File: src/rtl/twelve_hour_clock_if.sv
// Time-set, alarm and time-display signals of the 12-hour BCD clock.
// The master side drives the controls; the slave side is the clock itself.
interface twelve_hour_clock_if;
  logic       tick;
  logic       load;
  logic [7:0] load_hh;
  logic [7:0] load_mm;
  logic [7:0] load_ss;
  logic       load_pm;
  logic       alarm_en;
  logic [7:0] alarm_hh;
  logic [7:0] alarm_mm;
  logic       alarm_pm;
  logic [7:0] hh;
  logic [7:0] mm;
  logic [7:0] ss;
  logic       pm;
  logic       load_err;
  logic       alarm;

  modport master (
    output tick, load, load_hh, load_mm, load_ss, load_pm,
    output alarm_en, alarm_hh, alarm_mm, alarm_pm,
    input  hh, mm, ss, pm, load_err, alarm
  );

  modport slave (
    input  tick, load, load_hh, load_mm, load_ss, load_pm,
    input  alarm_en, alarm_hh, alarm_mm, alarm_pm,
    output hh, mm, ss, pm, load_err, alarm
  );
endinterface

File: src/rtl/twelve_hour_clock.sv
// BCD hh:mm:ss AM/PM counter advanced by a 1 Hz enable pulse, with a
// range-checked time-set path and a single-shot alarm comparator.
module twelve_hour_clock #(
  parameter bit ALARM_ON_LOAD = 1'b0
) (
  input logic             clk,
  input logic             reset,
  twelve_hour_clock_if.slave bus
);

  logic [7:0] hh_reg, hh_next;
  logic [7:0] mm_reg, mm_next;
  logic [7:0] ss_reg, ss_next;
  logic       pm_reg, pm_next;
  logic       load_err_reg, load_err_next;
  logic       alarm_reg, alarm_next;

  logic [8:0] ss_inc, mm_inc, hh_inc;
  logic       hour_carry;
  logic [5:0] nib_ok;
  logic       load_ok;
  logic       fire_ok;
  logic [23:0] load_time;

  // Returns {carry, next}: wraps to 00 with carry when v equals top.
  function automatic logic [8:0] bcd_inc(input logic [7:0] v, input logic [7:0] top);
    if (v == top) begin
      return {1'b1, 8'h00};
    end
    if (v[3:0] == 4'd9) begin
      return {1'b0, v[7:4] + 4'd1, 4'd0};
    end
    return {1'b0, v[7:4], v[3:0] + 4'd1};
  endfunction

  assign load_time = {bus.load_hh, bus.load_mm, bus.load_ss};

  generate
    for (genvar gi = 0; gi < 6; gi++) begin : g_nib
      assign nib_ok[gi] = (load_time[gi*4 +: 4] <= 4'd9);
    end
  endgenerate

  assign load_ok = (&nib_ok)
                && (bus.load_hh != 8'h00) && (bus.load_hh <= 8'h12)
                && (bus.load_mm[7:4] <= 4'd5)
                && (bus.load_ss[7:4] <= 4'd5);

  always_comb begin
    ss_inc        = bcd_inc(ss_reg, 8'h59);
    mm_inc        = bcd_inc(mm_reg, 8'h59);
    hh_inc        = bcd_inc(hh_reg, 8'hFF);
    hour_carry    = ss_inc[8] & mm_inc[8];
    hh_next       = hh_reg;
    mm_next       = mm_reg;
    ss_next       = ss_reg;
    pm_next       = pm_reg;
    load_err_next = 1'b0;
    fire_ok       = 1'b0;

    // Load beats tick; a tick on a load edge is discarded even if the load is rejected.
    if (bus.load) begin
      if (load_ok) begin
        hh_next = bus.load_hh;
        mm_next = bus.load_mm;
        ss_next = bus.load_ss;
        pm_next = bus.load_pm;
        fire_ok = ALARM_ON_LOAD;
      end else begin
        load_err_next = 1'b1;
      end
    end else if (bus.tick) begin
      ss_next = ss_inc[7:0];
      fire_ok = 1'b1;
      if (ss_inc[8]) begin
        mm_next = mm_inc[7:0];
      end
      if (hour_carry) begin
        hh_next = (hh_reg == 8'h12) ? 8'h01 : hh_inc[7:0];
        pm_next = pm_reg ^ (hh_reg == 8'h11);
      end
    end

    alarm_next = fire_ok && bus.alarm_en
              && ({hh_next, mm_next, ss_next, pm_next}
                  == {bus.alarm_hh, bus.alarm_mm, 8'h00, bus.alarm_pm});
  end

  always_ff @(posedge clk or negedge reset) begin
    if (!reset) begin
      hh_reg       <= 8'h12;
      mm_reg       <= 8'h00;
      ss_reg       <= 8'h00;
      pm_reg       <= 1'b0;
      load_err_reg <= 1'b0;
      alarm_reg    <= 1'b0;
    end else begin
      hh_reg       <= hh_next;
      mm_reg       <= mm_next;
      ss_reg       <= ss_next;
      pm_reg       <= pm_next;
      load_err_reg <= load_err_next;
      alarm_reg    <= alarm_next;
    end
  end

  assign bus.hh       = hh_reg;
  assign bus.mm       = mm_reg;
  assign bus.ss       = ss_reg;
  assign bus.pm       = pm_reg;
  assign bus.load_err = load_err_reg;
  assign bus.alarm    = alarm_reg;

endmodule

File: src/flat_wrapper.sv
// flat-port wrapper written by rule: the top's interface ports become plain ports
module twelve_hour_clock_flat 
#(
  parameter bit ALARM_ON_LOAD = 1'b0
)
  (clk, reset, bus_tick, bus_load, bus_load_hh, bus_load_mm, bus_load_ss, bus_load_pm, bus_alarm_en, bus_alarm_hh, bus_alarm_mm, bus_alarm_pm, bus_hh, bus_mm, bus_ss, bus_pm, bus_load_err, bus_alarm);
  twelve_hour_clock_if bus_i ();
  input logic clk;
  input logic reset;
  input wire logic [$bits(bus_i.tick)-1:0] bus_tick;
  input wire logic [$bits(bus_i.load)-1:0] bus_load;
  input wire logic [$bits(bus_i.load_hh)-1:0] bus_load_hh;
  input wire logic [$bits(bus_i.load_mm)-1:0] bus_load_mm;
  input wire logic [$bits(bus_i.load_ss)-1:0] bus_load_ss;
  input wire logic [$bits(bus_i.load_pm)-1:0] bus_load_pm;
  input wire logic [$bits(bus_i.alarm_en)-1:0] bus_alarm_en;
  input wire logic [$bits(bus_i.alarm_hh)-1:0] bus_alarm_hh;
  input wire logic [$bits(bus_i.alarm_mm)-1:0] bus_alarm_mm;
  input wire logic [$bits(bus_i.alarm_pm)-1:0] bus_alarm_pm;
  output wire logic [$bits(bus_i.hh)-1:0] bus_hh;
  output wire logic [$bits(bus_i.mm)-1:0] bus_mm;
  output wire logic [$bits(bus_i.ss)-1:0] bus_ss;
  output wire logic [$bits(bus_i.pm)-1:0] bus_pm;
  output wire logic [$bits(bus_i.load_err)-1:0] bus_load_err;
  output wire logic [$bits(bus_i.alarm)-1:0] bus_alarm;
  assign bus_i.tick = bus_tick;
  assign bus_i.load = bus_load;
  assign bus_i.load_hh = bus_load_hh;
  assign bus_i.load_mm = bus_load_mm;
  assign bus_i.load_ss = bus_load_ss;
  assign bus_i.load_pm = bus_load_pm;
  assign bus_i.alarm_en = bus_alarm_en;
  assign bus_i.alarm_hh = bus_alarm_hh;
  assign bus_i.alarm_mm = bus_alarm_mm;
  assign bus_i.alarm_pm = bus_alarm_pm;
  assign bus_hh = bus_i.hh;
  assign bus_mm = bus_i.mm;
  assign bus_ss = bus_i.ss;
  assign bus_pm = bus_i.pm;
  assign bus_load_err = bus_i.load_err;
  assign bus_alarm = bus_i.alarm;
  twelve_hour_clock #(.ALARM_ON_LOAD(ALARM_ON_LOAD)) u_core (.clk(clk), .reset(reset), .bus(bus_i));
endmodule
File: config.mk
export PLATFORM = sky130hd
export DESIGN_NAME = twelve_hour_clock_flat
export DESIGN_NICKNAME = d
export VERILOG_FILES = /design/src/rtl/twelve_hour_clock_if.sv /design/src/rtl/twelve_hour_clock.sv /design/src/flat_wrapper.sv
export SDC_FILE = /design/constraint.sdc
export NUM_CORES = 1
export LEC_CHECK = 0
export CORE_ASPECT_RATIO = 1.2
export CORE_UTILIZATION = 50
export DETAILED_ROUTE_END_ITERATION = 10
export PLACE_DENSITY = 0.91
export RECOVER_POWER = 25
export SYNTH_ARGS = -nofsm -noshare
export SYNTH_HDL_FRONTEND = slang
export SYNTH_SLANG_ARGS = --single-unit
File: constraint.sdc
create_clock -name clk -period 4.5 [get_ports clk]
set_input_delay 0.45 -clock clk [delete_from_list [all_inputs] [get_ports clk]]
set_output_delay 0.45 -clock clk [all_outputs]
set_load 0.02 [all_outputs]
==> After elaboration in Yosys (flattened, before gate mapping) <==
Cells that the tools add are included.
{ "word_totals": {"reg_bits": 27, "inputBits": 47, "output_inout_bits": 27, "elab_cells": 81} }
{ "classes": {"add_sub_neg": 6, "n_lt_le_gt_ge": 9, "n_eq_ne": 9, "n_mux": 41, "bitwise_logic": 2, "n_reduce_logical": 8} }
{ "op_table": {"columns": ["cell", "count"], "rows": [
  ["$mux W8", 16],
  ["$mux W9", 8],
  ["$eq A25 B25 Y1", 1],
  ["$add A4 B1 Y4 const B", 6],
  ["$le A4 B4 Y1 const B", 6],
  ["$mux W1", 17],
  ["$eq A8 B5 Y1 const B", 2],
  ["$eq A8 B7 Y1 const B", 2],
  ["$eq A4 B4 Y1 const B", 3],
  ["$eq A8 B8 Y1 const B", 1],
  ["$le A4 B3 Y1 const B", 2],
  ["$le A8 B5 Y1 const B", 1],
  ["$reduce_bool A8 Y1", 1],
  ["$logic_and A1 B1 Y1", 6],
  ["$reduce_and A6 Y1", 1],
  ["$and A1 B1 Y1", 1],
  ["$xor A1 B1 Y1", 1]
]} }

==> Longest topological paths before layout <==
Gate-level depths: netlist of the first run.
{ "logic_depth": {"ltp_word": 11, "ltp_mapped": 11, "ltp_nobuf": 10} }

==> Worst setup path before layout of the first run <==
Ideal clock, no wire load.
{ "synth_path": {"path_kind": "reg-to-reg", "from": "reg u_core.mm_reg[1], in the netlist u_core.bus.mm[1]", "to": "reg u_core.alarm_reg, in the netlist u_core.bus.alarm", "setup_ps": 68, "arrival_time_ps": 2649, "required_time_ps": 4432, "setup_slack_ps": 1783, "stages_incl_launch_ff": 12, "n_path_buf": 1, "period_less_slack_ps": 2717, "cell_sequence": "dfrtp_1 -> inv_1 -> ha_1 -> and3b_1 -> clkbuf_1 -> and2_1 -> and3_1 -> o311ai_0 -> nand4_1 -> or4_1 -> nor4_1 -> and4_1"} }
{ "synth_between": {"elab_chain_cells": 11, "word_cells_on_any_way": 22, "classes_between": "1 x add/sub; 3 x eq/ne; 16 x mux; 1 x bitwise; 1 x reduce/logical"} }
{ "synth_rtl": {"columns": ["item", "line_no", "rtl"], "rows": [
  ["start, declared", "twelve_hour_clock.sv:12", "logic [7:0] mm_reg, mm_next;"],
  ["start signal, assigned", "twelve_hour_clock.sv:99", "mm_reg <= mm_next;"],
  ["$eq A4 B4 Y1", "twelve_hour_clock.sv:30", "if (v[3:0] == 4'd9) begin"],
  ["$mux W1 (2 in series)", "twelve_hour_clock.sv:30", null],
  ["$mux W9", "twelve_hour_clock.sv:33", "return {1'b0, v[7:4], v[3:0] + 4'd1};"],
  ["$mux W9", "twelve_hour_clock.sv:30", null],
  ["$and A1 B1 Y1", "twelve_hour_clock.sv:53", "hour_carry = ss_inc[8] & mm_inc[8];"],
  ["$mux W1 / $mux W8 (equally long branches)", "twelve_hour_clock.sv:78", "if (hour_carry) begin"],
  ["$mux W1 / $mux W8 (equally long branches)", "twelve_hour_clock.sv:72", "end else if (bus.tick) begin"],
  ["$mux W1 / $mux W8 (equally long branches)", "twelve_hour_clock.sv:62", "if (bus.load) begin"],
  ["$eq A25 B25 Y1 *", "twelve_hour_clock.sv:86", "== {bus.alarm_hh, bus.alarm_mm, 8'h00, bus.alarm_pm});"],
  ["$logic_and A1 B1 Y1 *", "twelve_hour_clock.sv:85", "&& ({hh_next, mm_next, ss_next, pm_next}"],
  ["net u_core.alarm_next", "twelve_hour_clock.sv:16", "logic alarm_reg, alarm_next;"],
  ["end signal, assigned", "twelve_hour_clock.sv:103", "alarm_reg <= alarm_next;"],
  ["end, declared", "twelve_hour_clock.sv:16", null]
]} }
Mark *: on every way through the listed nets, which the timed path passes. The rest lies on a longest branch. The select of a mux whose other input is x is not followed.

==> Worst setup path after layout of the first run <==
{ "layout_path": {"from": "in bus_load_mm[1]", "to": "reg u_core.alarm_reg, in the netlist u_core.bus.alarm"} }
{ "layout_between": {"elab_chain_cells": 10, "word_cells_on_any_way": 16, "classes_between": "1 x order compare; 1 x eq/ne; 8 x mux; 6 x reduce/logical"} }
{ "layout_rtl": {"columns": ["item", "line_no", "rtl"], "rows": [
  ["start, declared", "flat_wrapper.sv:13", "input wire logic [$bits(bus_i.load_mm)-1:0] bus_load_mm;"],
  ["$le A4 B4 Y1", "twelve_hour_clock.sv:40", "assign nib_ok[gi] = (load_time[gi*4 +: 4] <= 4'd9);"],
  ["$reduce_and A6 Y1", "twelve_hour_clock.sv:44", "assign load_ok = (&nib_ok)"],
  ["$logic_and A1 B1 Y1 (2 in series)", "twelve_hour_clock.sv:45", "&& (bus.load_hh != 8'h00) && (bus.load_hh <= 8'h12)"],
  ["$logic_and A1 B1 Y1", "twelve_hour_clock.sv:46", "&& (bus.load_mm[7:4] <= 4'd5)"],
  ["$logic_and A1 B1 Y1", "twelve_hour_clock.sv:47", "&& (bus.load_ss[7:4] <= 4'd5);"],
  ["$mux W8", "twelve_hour_clock.sv:63", "if (load_ok) begin"],
  ["$mux W8", "twelve_hour_clock.sv:62", null],
  ["net u_core.mm_next[2]", "twelve_hour_clock.sv:12", null],
  ["$eq A25 B25 Y1", "twelve_hour_clock.sv:86", null],
  ["$logic_and A1 B1 Y1", "twelve_hour_clock.sv:85", null],
  ["net u_core.alarm_next", "twelve_hour_clock.sv:16", null]
]} }
The timed path passes the listed nets, and every way through them passes these cells.

==> flow_metrics.py, run 1 <==
metrics = {
    "timing": {
        "period_share": 0.746,
        "fin_ws_ns": 1.14,
        "worst_pin_slew_ns": 1.58,
        "max_slew_margin": -0.0531,
        "setup_tns_ns": 0,
        "max_freq_mhz": 298,
        "finalHoldViolCount": 0,
        "setup_viol": 0,
        "fin_skew_ns": 0.00848,
        "finalCriticalPeriod_ns": 3.36,
        "slew_violations": 28,
        "rsz0062_at_grt": "no",
        "whs_ns": 0.620,
    },
    "setup_path": {
        "start_kind": "input port",
        "worst_r2r_path_depth": 10,
        "crit_required_ns": 4.73,
        "reg2reg_slack_ns": 1.36,
        "reg2reg_from": "u_core.bus.ss[1]",
        "crit_fanout": 7,
        "end_kind": "flop",
        "arrival_ns": 3.58,
        "critical_path_class": "input port to flop",
        "rr_endpoint": "u_core.bus.alarm",
    },
    "floorplan": {
        "start_util": 0.516,
        "chipHeight_um": 80.0,
        "coreArea_mm2": 0.00490,
        "dieArea_mm2": 0.00535,
        "die_w_um": 67.0,
        "ios": 74,
        "row_count": 28,
    },
    "detailed_routing": {
        "drtPass1Iterations": 6,
        "drtAntennaViolNets": 0,
        "vias": 2940,
        "vias_per_cell": 6.87,
        "drc": 0,
        "post_drt_wl_per_cell_um": 18.8,
        "routed_wirelength_um": 8030,
        "first_iter_violations": 286,
    },
    "layout": {
        "diodes": 0,
        "fillerInstances": 424,
        "nets": 426,
        "syn2layout_area_growth_pct": 31.5,
        "layout-drive-gt1-share": 0.0598,
    },
    "cts": {
        "cts_buffers": 3,
        "cts_tree": "done",
        "clock-sinks": 27,
        "cts_buffer_depth": 2,
        "cts_root_buf": "clkbuf_8",
        "cts_htree_levels": 1,
        "cts_setup_buffers": 0,
        "clk_latency_ns": 0.28,
        "cts_resized": 0,
        "clk_pin_slew_ns": 0.10,
        "cts_hold_buf": 0,
    },
    "synth": {
        "yosys-top-cells-area": "dfrtp_1, ha_1, nand4_1, nand2_1, xor2_1",
        "yosysWarnings": 0,
        "synth-edff-count": 0,
        "synth_cells": 304,
        "syn-num-nets": 361,
        "synth_top_area_share": 0.247,
        "synth.distinct_cells": 64,
        "ys_seq_area_frac": 0.268,
        "synth.avg_cell_area_um2": 8.33,
        "synth_largest_area_cell": "dfrtp_1",
        "synth_seq_cells": 27,
        "synth-main-ff-cell": "dfrtp_1",
        "synthesis.area_mm2": 0.00253,
        "synthArstFlopShare": 1.00,
    },
    "status": {
        "run_status": "complete, but fails checks",
        "violations": "max-capacitance violations, max-slew violations",
    },
    "place": {
        "routabilityCongestion": 0.930,
        "hpwl_um": 5910,
        "dp_slack_ns": 0.962,
        "port_buffers": 73,
    },
    "grt": {
        "grt_first_pass_wirelength_um": 13200,
        "overflow": 0,
        "grt_start_max_net_pins": 41,
        "track_usage": 0.325,
        "antenna_found_initial": 0,
        "grt_pass1_vias": 2859,
    },
    "worst_hold_path": {
        "holdPathStages": 1,
        "min-delay-start": "u_core.bus.ss[7]",
        "hold_class": "flop to flop",
        "hold_path_end": "u_core.bus.ss[7]",
    },
    "power": {
        "leakage_nw": 1.30,
        "ir_drop_mv": 0.173,
        "p_per_area_mw_per_mm2": 326,
    },
    "flow_run": {
        "cap_violations": 1,
    },
}
==> synthesized netlist by cell type, types with 3 or more instances <==
master,count
mux2i_1,7
a31o_2,5
nor2b_1,6
and4_1,3
nand2_1,22
nor2_1,17
o2111ai_1,3
o31ai_1,5
nand3_1,10
clkbuf_1,11
a211o_1,4
xor2_1,9
nor3_1,13
and3_1,4
a21oi_1,7
o21ai_0,14
nor4_1,10
nand2b_1,5
or4_1,4
a41oi_1,5
ha_1,10
a211oi_1,4
a31oi_1,7
buf_2,3
o22ai_1,3
dfrtp_1,25
nand4_1,14
xnor2_1,6
inv_1,17
and3b_1,4
nand3b_1,3
==> stage by stage <==
step | cell area (um2) | util | std cells | total power [mW]
after floorplan | 2530 | - | 304 | 0.697
after global placement | 3290 | 0.671 | 424 | 0.911
after detailed placement | 3290 | 0.671 | 424 | 0.929
after CTS | 3330 | 0.680 | 428 | 1.08
after global routing | 3330 | 0.679 | 428 | 1.15
final | 3330 | 0.679 | 428 | 1.09
==> routing by layer <==
metal	global-route usage	wire length, um
met1	0.395	3120
met2	0.522	3780
met3	0.0457	693
met4	0.215	432
met5	0	0
==> layout by cell type, fill, tap and decap left out, types with 3 or more instances in the layout <==
master            n
nor2b_1           6
o2111ai_1         3
a41oi_1           5
or4_1             4
o31ai_1           5
nand2_1          22
xnor2_1           6
a31oi_1           7
nand3b_1          3
nor2_1           17
o21ai_0          14
nand2b_1          5
and3_1            4
nor3_1           13
o22ai_1           3
and3b_1           4
nand4_1          14
a31o_2            5
mux2i_1           7
nand3_1          10
clkbuf_8          3
a211o_1           4
a211oi_1          4
ha_1             10
dfrtp_1          25
nor4_1           10
inv_1            17
clkdlybuf4s50_1  72
and4_1            3
a21oi_1           7
xor2_1            9
==> cell families (layout without fill, tap and decap cells) <==
group | Yosys count | count (layout) | synth area share
compound gates | 84 | 84 | 0.254
xor+xnor | 15 | 15 | 0.0519
fa+ha+maj | 10 | 10 | 0.0494
buf+inv | 33 | 97 | 0.0534
flops | 27 | 27 | 0.268
mux | 7 | 7 | 0.0277
simple gates | 128 | 128 | 0.295
==> power by group <==
| part | switching, mW | total, mW | internal [mW] |
|---|---|---|---|
| logic | 0.293 | 0.548 | 0.255 |
| registers | 0.0993 | 0.392 | 0.293 |
| clock network | 0.0818 | 0.145 | 0.0636 |
==> worst max-delay path, stage by stage <==
cell and delay [ns]:
clkdlybuf4s50_1 0.41, o21ai_0 0.41, nand4_1 0.40, o31ai_2 0.72, o22ai_1 0.15, a21oi_1 0.26
xnor2_1 0.15, nor4bb_1 0.39, and4_1 0.24
==> worst max-delay path by stage <==
| stage | from | end | cells after the start |
|---|---|---|---|
| after floorplan | u_core.bus.mm[1] | u_core.bus.alarm | 11 |
| after global placement | bus_load_mm[1] | u_core.bus.alarm | 9 |
| after detailed placement | bus_load_mm[1] | u_core.bus.alarm | 9 |
| after CTS | bus_load_hh[1] | u_core.bus.alarm | 9 |
| after global routing | bus_load_mm[1] | u_core.bus.alarm | 9 |
| final | bus_load_mm[1] | u_core.bus.alarm | 9 |
==> area by class of cell <==
type | instances | area [um2] | area share
well taps | 60 | 75.1 | 0.0225
flip-flops and latches | 27 | 678 | 0.204
repair buffers | 76 | 749 | 0.225
multi-input cells | 244 | 1720 | 0.516
inverters | 17 | 63.8 | 0.0192
clock buffers | 4 | 45.0 | 0.0135
Note: power is estimated with default switching activity, not from simulation.
==> run 2, diff against run 1 <==
- CORE_UTILIZATION: 50 -> 48
- PLACE_DENSITY: 0.91 -> 0.88
- clock period: 4.5 -> 3.2 ns (I/O delays scaled with it)
==> run 2 against run 1 <==
  * The flow still finishes with violations (max-capacitance violations, max-slew violations)
  * Routed wire length up 0.98%
  * Flip-flop and latch count unchanged
  * Worst hold slack lost 0.032 ns
  * Critical endpoint unchanged
  * Core utilization grew 1.9 points
  * Register-to-register slack worse by 1.2 ns
  * Clock power is 46% higher
  * Sequential power is 39% higher
  * Cell area increased by 5.1%
  * Combinational power increased by 47%
  * Sequential share of layout area decreased by 0.98 points
  * Via count shrank 0.65%
  * Final cell count up 4.7%
==> flow_metrics.py, run 2 (same netlist as run 1, synthesis figures left out) <==
metrics = {
    "floorplan": {
        "die_w_um": 68.3,
        "dieArea_mm2": 0.00557,
        "row_count": 28,
        "start_util": 0.505,
        "chipHeight_um": 81.6,
        "coreArea_mm2": 0.00501,
        "ios": 74,
    },
    "setup_path": {
        "reg2reg_slack_ns": 0.21,
        "crit_required_ns": 3.42,
        "critical_path_class": "input port to flop",
        "arrival_ns": 3.29,
        "end_kind": "flop",
        "critPathBufInv": 1,
        "rr_endpoint": "u_core.bus.alarm",
        "worstPathCellList": "clkdlybuf4s50_1 -> a211oi_2 -> o2111a_2 -> nand3_4 -> a311oi_1 -> o2111ai_1 -> or4_1 -> nor4_1 -> and4_1",
        "worst_r2r_path_depth": 10,
        "cpPeakStageDelay_ns": 0.56,
        "crit_path_top_delay_cell": "clkdlybuf4s50_1",
        "crit_cells": 9,
        "start_kind": "input port",
        "reg2reg_from": "u_core.bus.ss[1]",
        "crit_fanout": 7,
        "crit_family": "compound AO/OA/AOI/OAI gates",
    },
    "layout": {
        "fin_cells": 448,
        "nets": 446,
        "layout_commonest_cell": "clkdlybuf4s50_1",
        "fillerInstances": 411,
        "final_area_mm2": 0.00350,
        "diodes": 0,
        "final_cell_mix": "clkdlybuf4s50_1, dfrtp_1, nand2_1, buf_4",
        "layout-drive-gt1-share": 0.116,
        "syn2layout_area_growth_pct": 38.2,
        "fin_util": 0.699,
    },
    "power": {
        "power.total_mw": 1.56,
        "ir_drop_mv": 0.262,
        "p_per_area_mw_per_mm2": 446,
        "leakage_nw": 1.40,
    },
    "status": {
        "violations": "max-capacitance violations, max-slew violations",
        "run_status": "complete, but fails checks",
    },
    "place": {
        "routabilityCongestion": 0.977,
        "dp_slack_ns": -0.103,
        "port_buffers": 73,
        "place_inst": 443,
        "dpl-instance-area_mm2": 0.00344,
        "hpwl_um": 6220,
    },
    "grt": {
        "track_usage": 0.310,
        "grt_first_pass_wirelength_um": 13000,
        "grt_pass1_vias": 2730,
        "overflow": 0,
        "antenna_found_initial": 0,
        "grt_start_max_net_pins": 41,
    },
    "detailed_routing": {
        "vias": 2921,
        "drtAntennaViolNets": 0,
        "drc": 0,
        "routed_wirelength_um": 8110,
        "vias_per_cell": 6.52,
        "post_drt_wl_per_cell_um": 18.1,
        "first_iter_violations": 352,
        "drtPass1Iterations": 5,
    },
    "worst_hold_path": {
        "hold_class": "flop to flop",
        "hold_path_end": "u_core.bus.ss[7]",
        "holdPathStages": 1,
        "min-delay-start": "u_core.bus.ss[7]",
    },
    "cts": {
        "clk_pin_slew_ns": 0.11,
        "clock-sinks": 27,
        "cts_buffers": 3,
        "clk_latency_ns": 0.28,
        "cts_buffer_depth": 2,
        "cts_htree_levels": 1,
        "cts_root_buf": "clkbuf_8",
        "cts_hold_buf": 0,
        "cts_tree": "done",
    },
    "timing": {
        "setup_viol": 0,
        "rsz0062_at_grt": "no",
        "max_slew_margin": -0.0466,
        "whs_ns": 0.588,
        "setup_tns_ns": 0,
        "max_freq_mhz": 326,
        "finalHoldViolCount": 0,
        "fin_ws_ns": 0.134,
        "worst_pin_slew_ns": 1.57,
        "period_share": 0.958,
        "slew_violations": 28,
        "finalCriticalPeriod_ns": 3.07,
        "fin_skew_ns": 0.00456,
    },
    "flow_run": {
        "cap_violations": 1,
    },
}
[run 2: cell types whose count changed in the layout (fill, tap and decap cells not counted), sizes merged]
| cell | before | now |
|---|---|---|
| buf | 2 | 22 |
| clkbuf | 5 | 4 |
| clkinv | 0 | 1 |
[run 2: area by class of cell]
cell class              instances  area [um2]  area share
multi-input cells             244        1720       0.493
clock inverters                 1        5.00     0.00143
inverters                      17        63.8      0.0182
clock buffers                   3        41.3      0.0118
repair buffers                 96         912       0.261
well taps                      60        75.1      0.0215
flip-flops and latches         27         678       0.194
[run 2: worst max path at each step]
stage,slack [ns],from,to
2_1_floorplan,0.48,u_core.bus.mm[1],u_core.bus.alarm
3_3_place_gp,0.06,bus_load_hh[3],u_core.bus.alarm
3_5_place_dp,-0.10,bus_load_hh[1],u_core.bus.alarm
4_1_cts,0.18,u_core.bus.ss[1],u_core.bus.alarm
5_1_grt,0.03,bus_load_hh[2],u_core.bus.alarm
6_report,0.13,bus_load_hh[1],u_core.bus.alarm
[run 2: worst reg2reg max path: cells and delay by family, from the launching register on]
family                   cells  cell delay (ns)
adder cells (fa/ha/maj)      1             0.22
buffers and inverters        1             0.11
flip-flops                   1             0.48
AND/OR/NAND/NOR              7             1.90
multiplexers                 1             0.23
[run 2: report_power, final]
part | switching, mW | internal, mW | leakage, nW
logic | 0.423 | 0.383 | 1.06
clock network | 0.125 | 0.0877 | 0.0255
registers | 0.131 | 0.411 | 0.315
[run 2: what timing repair did]
item,CTS,global route
endpoints found under the setup margin,0,1
setup buffers,0,1
resized for setup,0,2
[run 2: routing by layer]
metal / vias to the layer above / routed length, um / track usage
li1: 1353 / - / -
met1: 1337 / 3200 / 0.389
met5: - / 0 / 0
met2: 197 / 3940 / 0.523
met3: 34 / 707 / 0.0458
met4: 0 / 263 / 0.127
==> edit (config.mk and constraints of run 1) <==
Make the reset (`reset`) synchronous in one clocked block.
--- a/src/rtl/twelve_hour_clock.sv
+++ b/src/rtl/twelve_hour_clock.sv
@@ -86,7 +86,7 @@
                   == {bus.alarm_hh, bus.alarm_mm, 8'h00, bus.alarm_pm});
   end
 
-  always_ff @(posedge clk or negedge reset) begin
+  always_ff @(posedge clk) begin
     if (!reset) begin
       hh_reg       <= 8'h12;
       mm_reg       <= 8'h00;
Formal check against the unedited RTL: differs if reset is asserted again (counterexample within 4 cycles, from zero or initial values and one cycle with reset low); with reset held inactive, the same outputs for 10 cycles.
==> edit against run 1 <==
  * Synthesized area shrank 2.9%
  * Final area down 1.8%
  * Worst setup slack improved by 0.022 ns
  * Routed wire length increased by 0.81%
  * Sequential cell count unchanged
  * Largest cell class unchanged
  * Highest routed layer unchanged
Power is not compared: it rests on default switching activity, and its combinational part moved more than twofold at a synthesized area within 25%.
==> edit: results (changes against run 1) <==
- Min-delay worst type: flop to flop
- Share of layout cells above drive strength 1: 6.07% (+0.090 points)
- Vias: 2,917 (-0.78%)
- Routed length on met1: 3300 microns (+5.6%)
- Delay of the slowest critical-path stage: 0.56 ns (-0.16 ns)
- Post-synthesis xor/xnor area fraction: 5.70% (+0.51 points)
- Cell variety after synth: 68 (+6.3%)
- Crit-path slowest cell: clkdlybuf4s50_1
- Area contributors post-synth: dfxtp_1, ha_1, xnor2_1
- M2 GR Usage: 54.0% (+1.8 points)
- Fill cells: 381 (-10%)
- # diodes: 0 (unchanged)
- Initial DRC Count: 289 (+1.0%)
- Met3 wire len: 608 microns (-12%)
- Vias in the first global route: 2,692 (-5.8%)
- Reg-to-reg startpoint: u_core.bus.ss[0]
- Outcome: finished clean
- Largest net degree at the start of global routing: 27 (-34%)
- Via/cell ratio: 6.68 (-2.8%)
- Synth Area in Compound Gates: 26.9% (+1.4 points)
- Post-DP HPWL: 5980 microns (+1.2%)
- Tmin final: 3.34 ns (-0.0216 ns)
- GR Util All Layers: 32.3% (-0.21 points)
- Clock Skew: 0.00617 ns (-0.00231 ns)
- Root buffer cell: clkbuf_8
- Max_cap viols: 0 (-1)
- Syn_area_per_cell: 7.78 sq um (-6.6%)
- Clk Latency, worst-skew pair: 0.29 ns
- Ys Warns: 0 (unchanged)
- Initial antenna violation count: 0 (unchanged)
- Placed cell count: 433 (+2.1%)
- Worst path top cell family by delay: simple AND/OR/NAND/NOR gates
- Critical path fanouts, max: 12 (+5)
- Nets: 437 (+2.6%)
- CP Launch Point: bus_load_hh[4]
- Syn nets: 373 (+3.3%)
- Post-CTS Setup Bufs: 0 (unchanged)
- DR WL met2: 3950 microns (+4.6%)
- Clk. pwr: 155 uW
- Global routing usage on met1: 42.8% (+3.3 points)
- Async S/R FF share, synth: 0% (-100 points)
- Placed cell area: 0.00322 sq mm (-2.1%)
- DP Worst Slack: 0.969 ns (+0.00685 ns)
- Critical path arrival: 3.55 ns (-0.03 ns)
- WL/cell: 18.5 microns (-1.3%)
- R2R Setup Slk: 1.39 ns (+0.03 ns)
- First-pass GRT wire length: 13,100 microns (-0.42%)
- RD Place Congestion: 0.904 (-2.8%)
- Fraction of the mapped netlist area in adder cells: 5.09% (+0.15 points)
- Max_slew headroom: 53.1% (+58 points)
- Sequential area share after synthesis: 22.0% (-4.8 points)
- Post-synthesis mux area share: 3.72% (+0.95 points)
- DRT Pass-1 Iters: 5 (-1)
- Top cells by count, synth: dfxtp_1, nor2_1, nand2_1
- Internal power: 402 uW
- Reg2reg end: u_core.bus.alarm
- Met3 Use GR: 2.16% (-2.4 points)
- Hold path start: u_core.bus.ss[3]
- Number of buffers added on ports: 73 (unchanged)
## edit: cell count changes after synthesis, sizes merged, moves of 4 or more
cell   delta
o21a      +4
dfxtp    +27
nand3     -4
nor2      +5
and2      +8
xnor2     +4
and3      -4
dfrtp    -25
inv       -8
a31o      -5
nor2b     -4
o31ai     +5
## edit: worst min path at each step
stage | cells past startpoint | endpoint | slack, ns
2_1_floorplan | 1 | u_core.bus.hh[5] | 0.57
4_1_cts | 2 | u_core.bus.ss[3] | 0.59
3_3_place_gp | 2 | u_core.bus.ss[3] | 0.57
5_1_grt | 2 | u_core.bus.ss[3] | 0.63
6_report | 2 | u_core.bus.ss[3] | 0.60
3_5_place_dp | 2 | u_core.bus.ss[3] | 0.58
## edit: layout make-up
cell class                 instances  area, sq um  area share [%]
sequential                        27          541            16.5
clock buffer                       3         41.3            1.26
clock inverter                     1         7.51           0.230
timing repair buffer              79          776            23.7
inverter                          10         37.5            1.15
tap                               58         72.6            2.22
multi-input combinational        259         1790            54.9
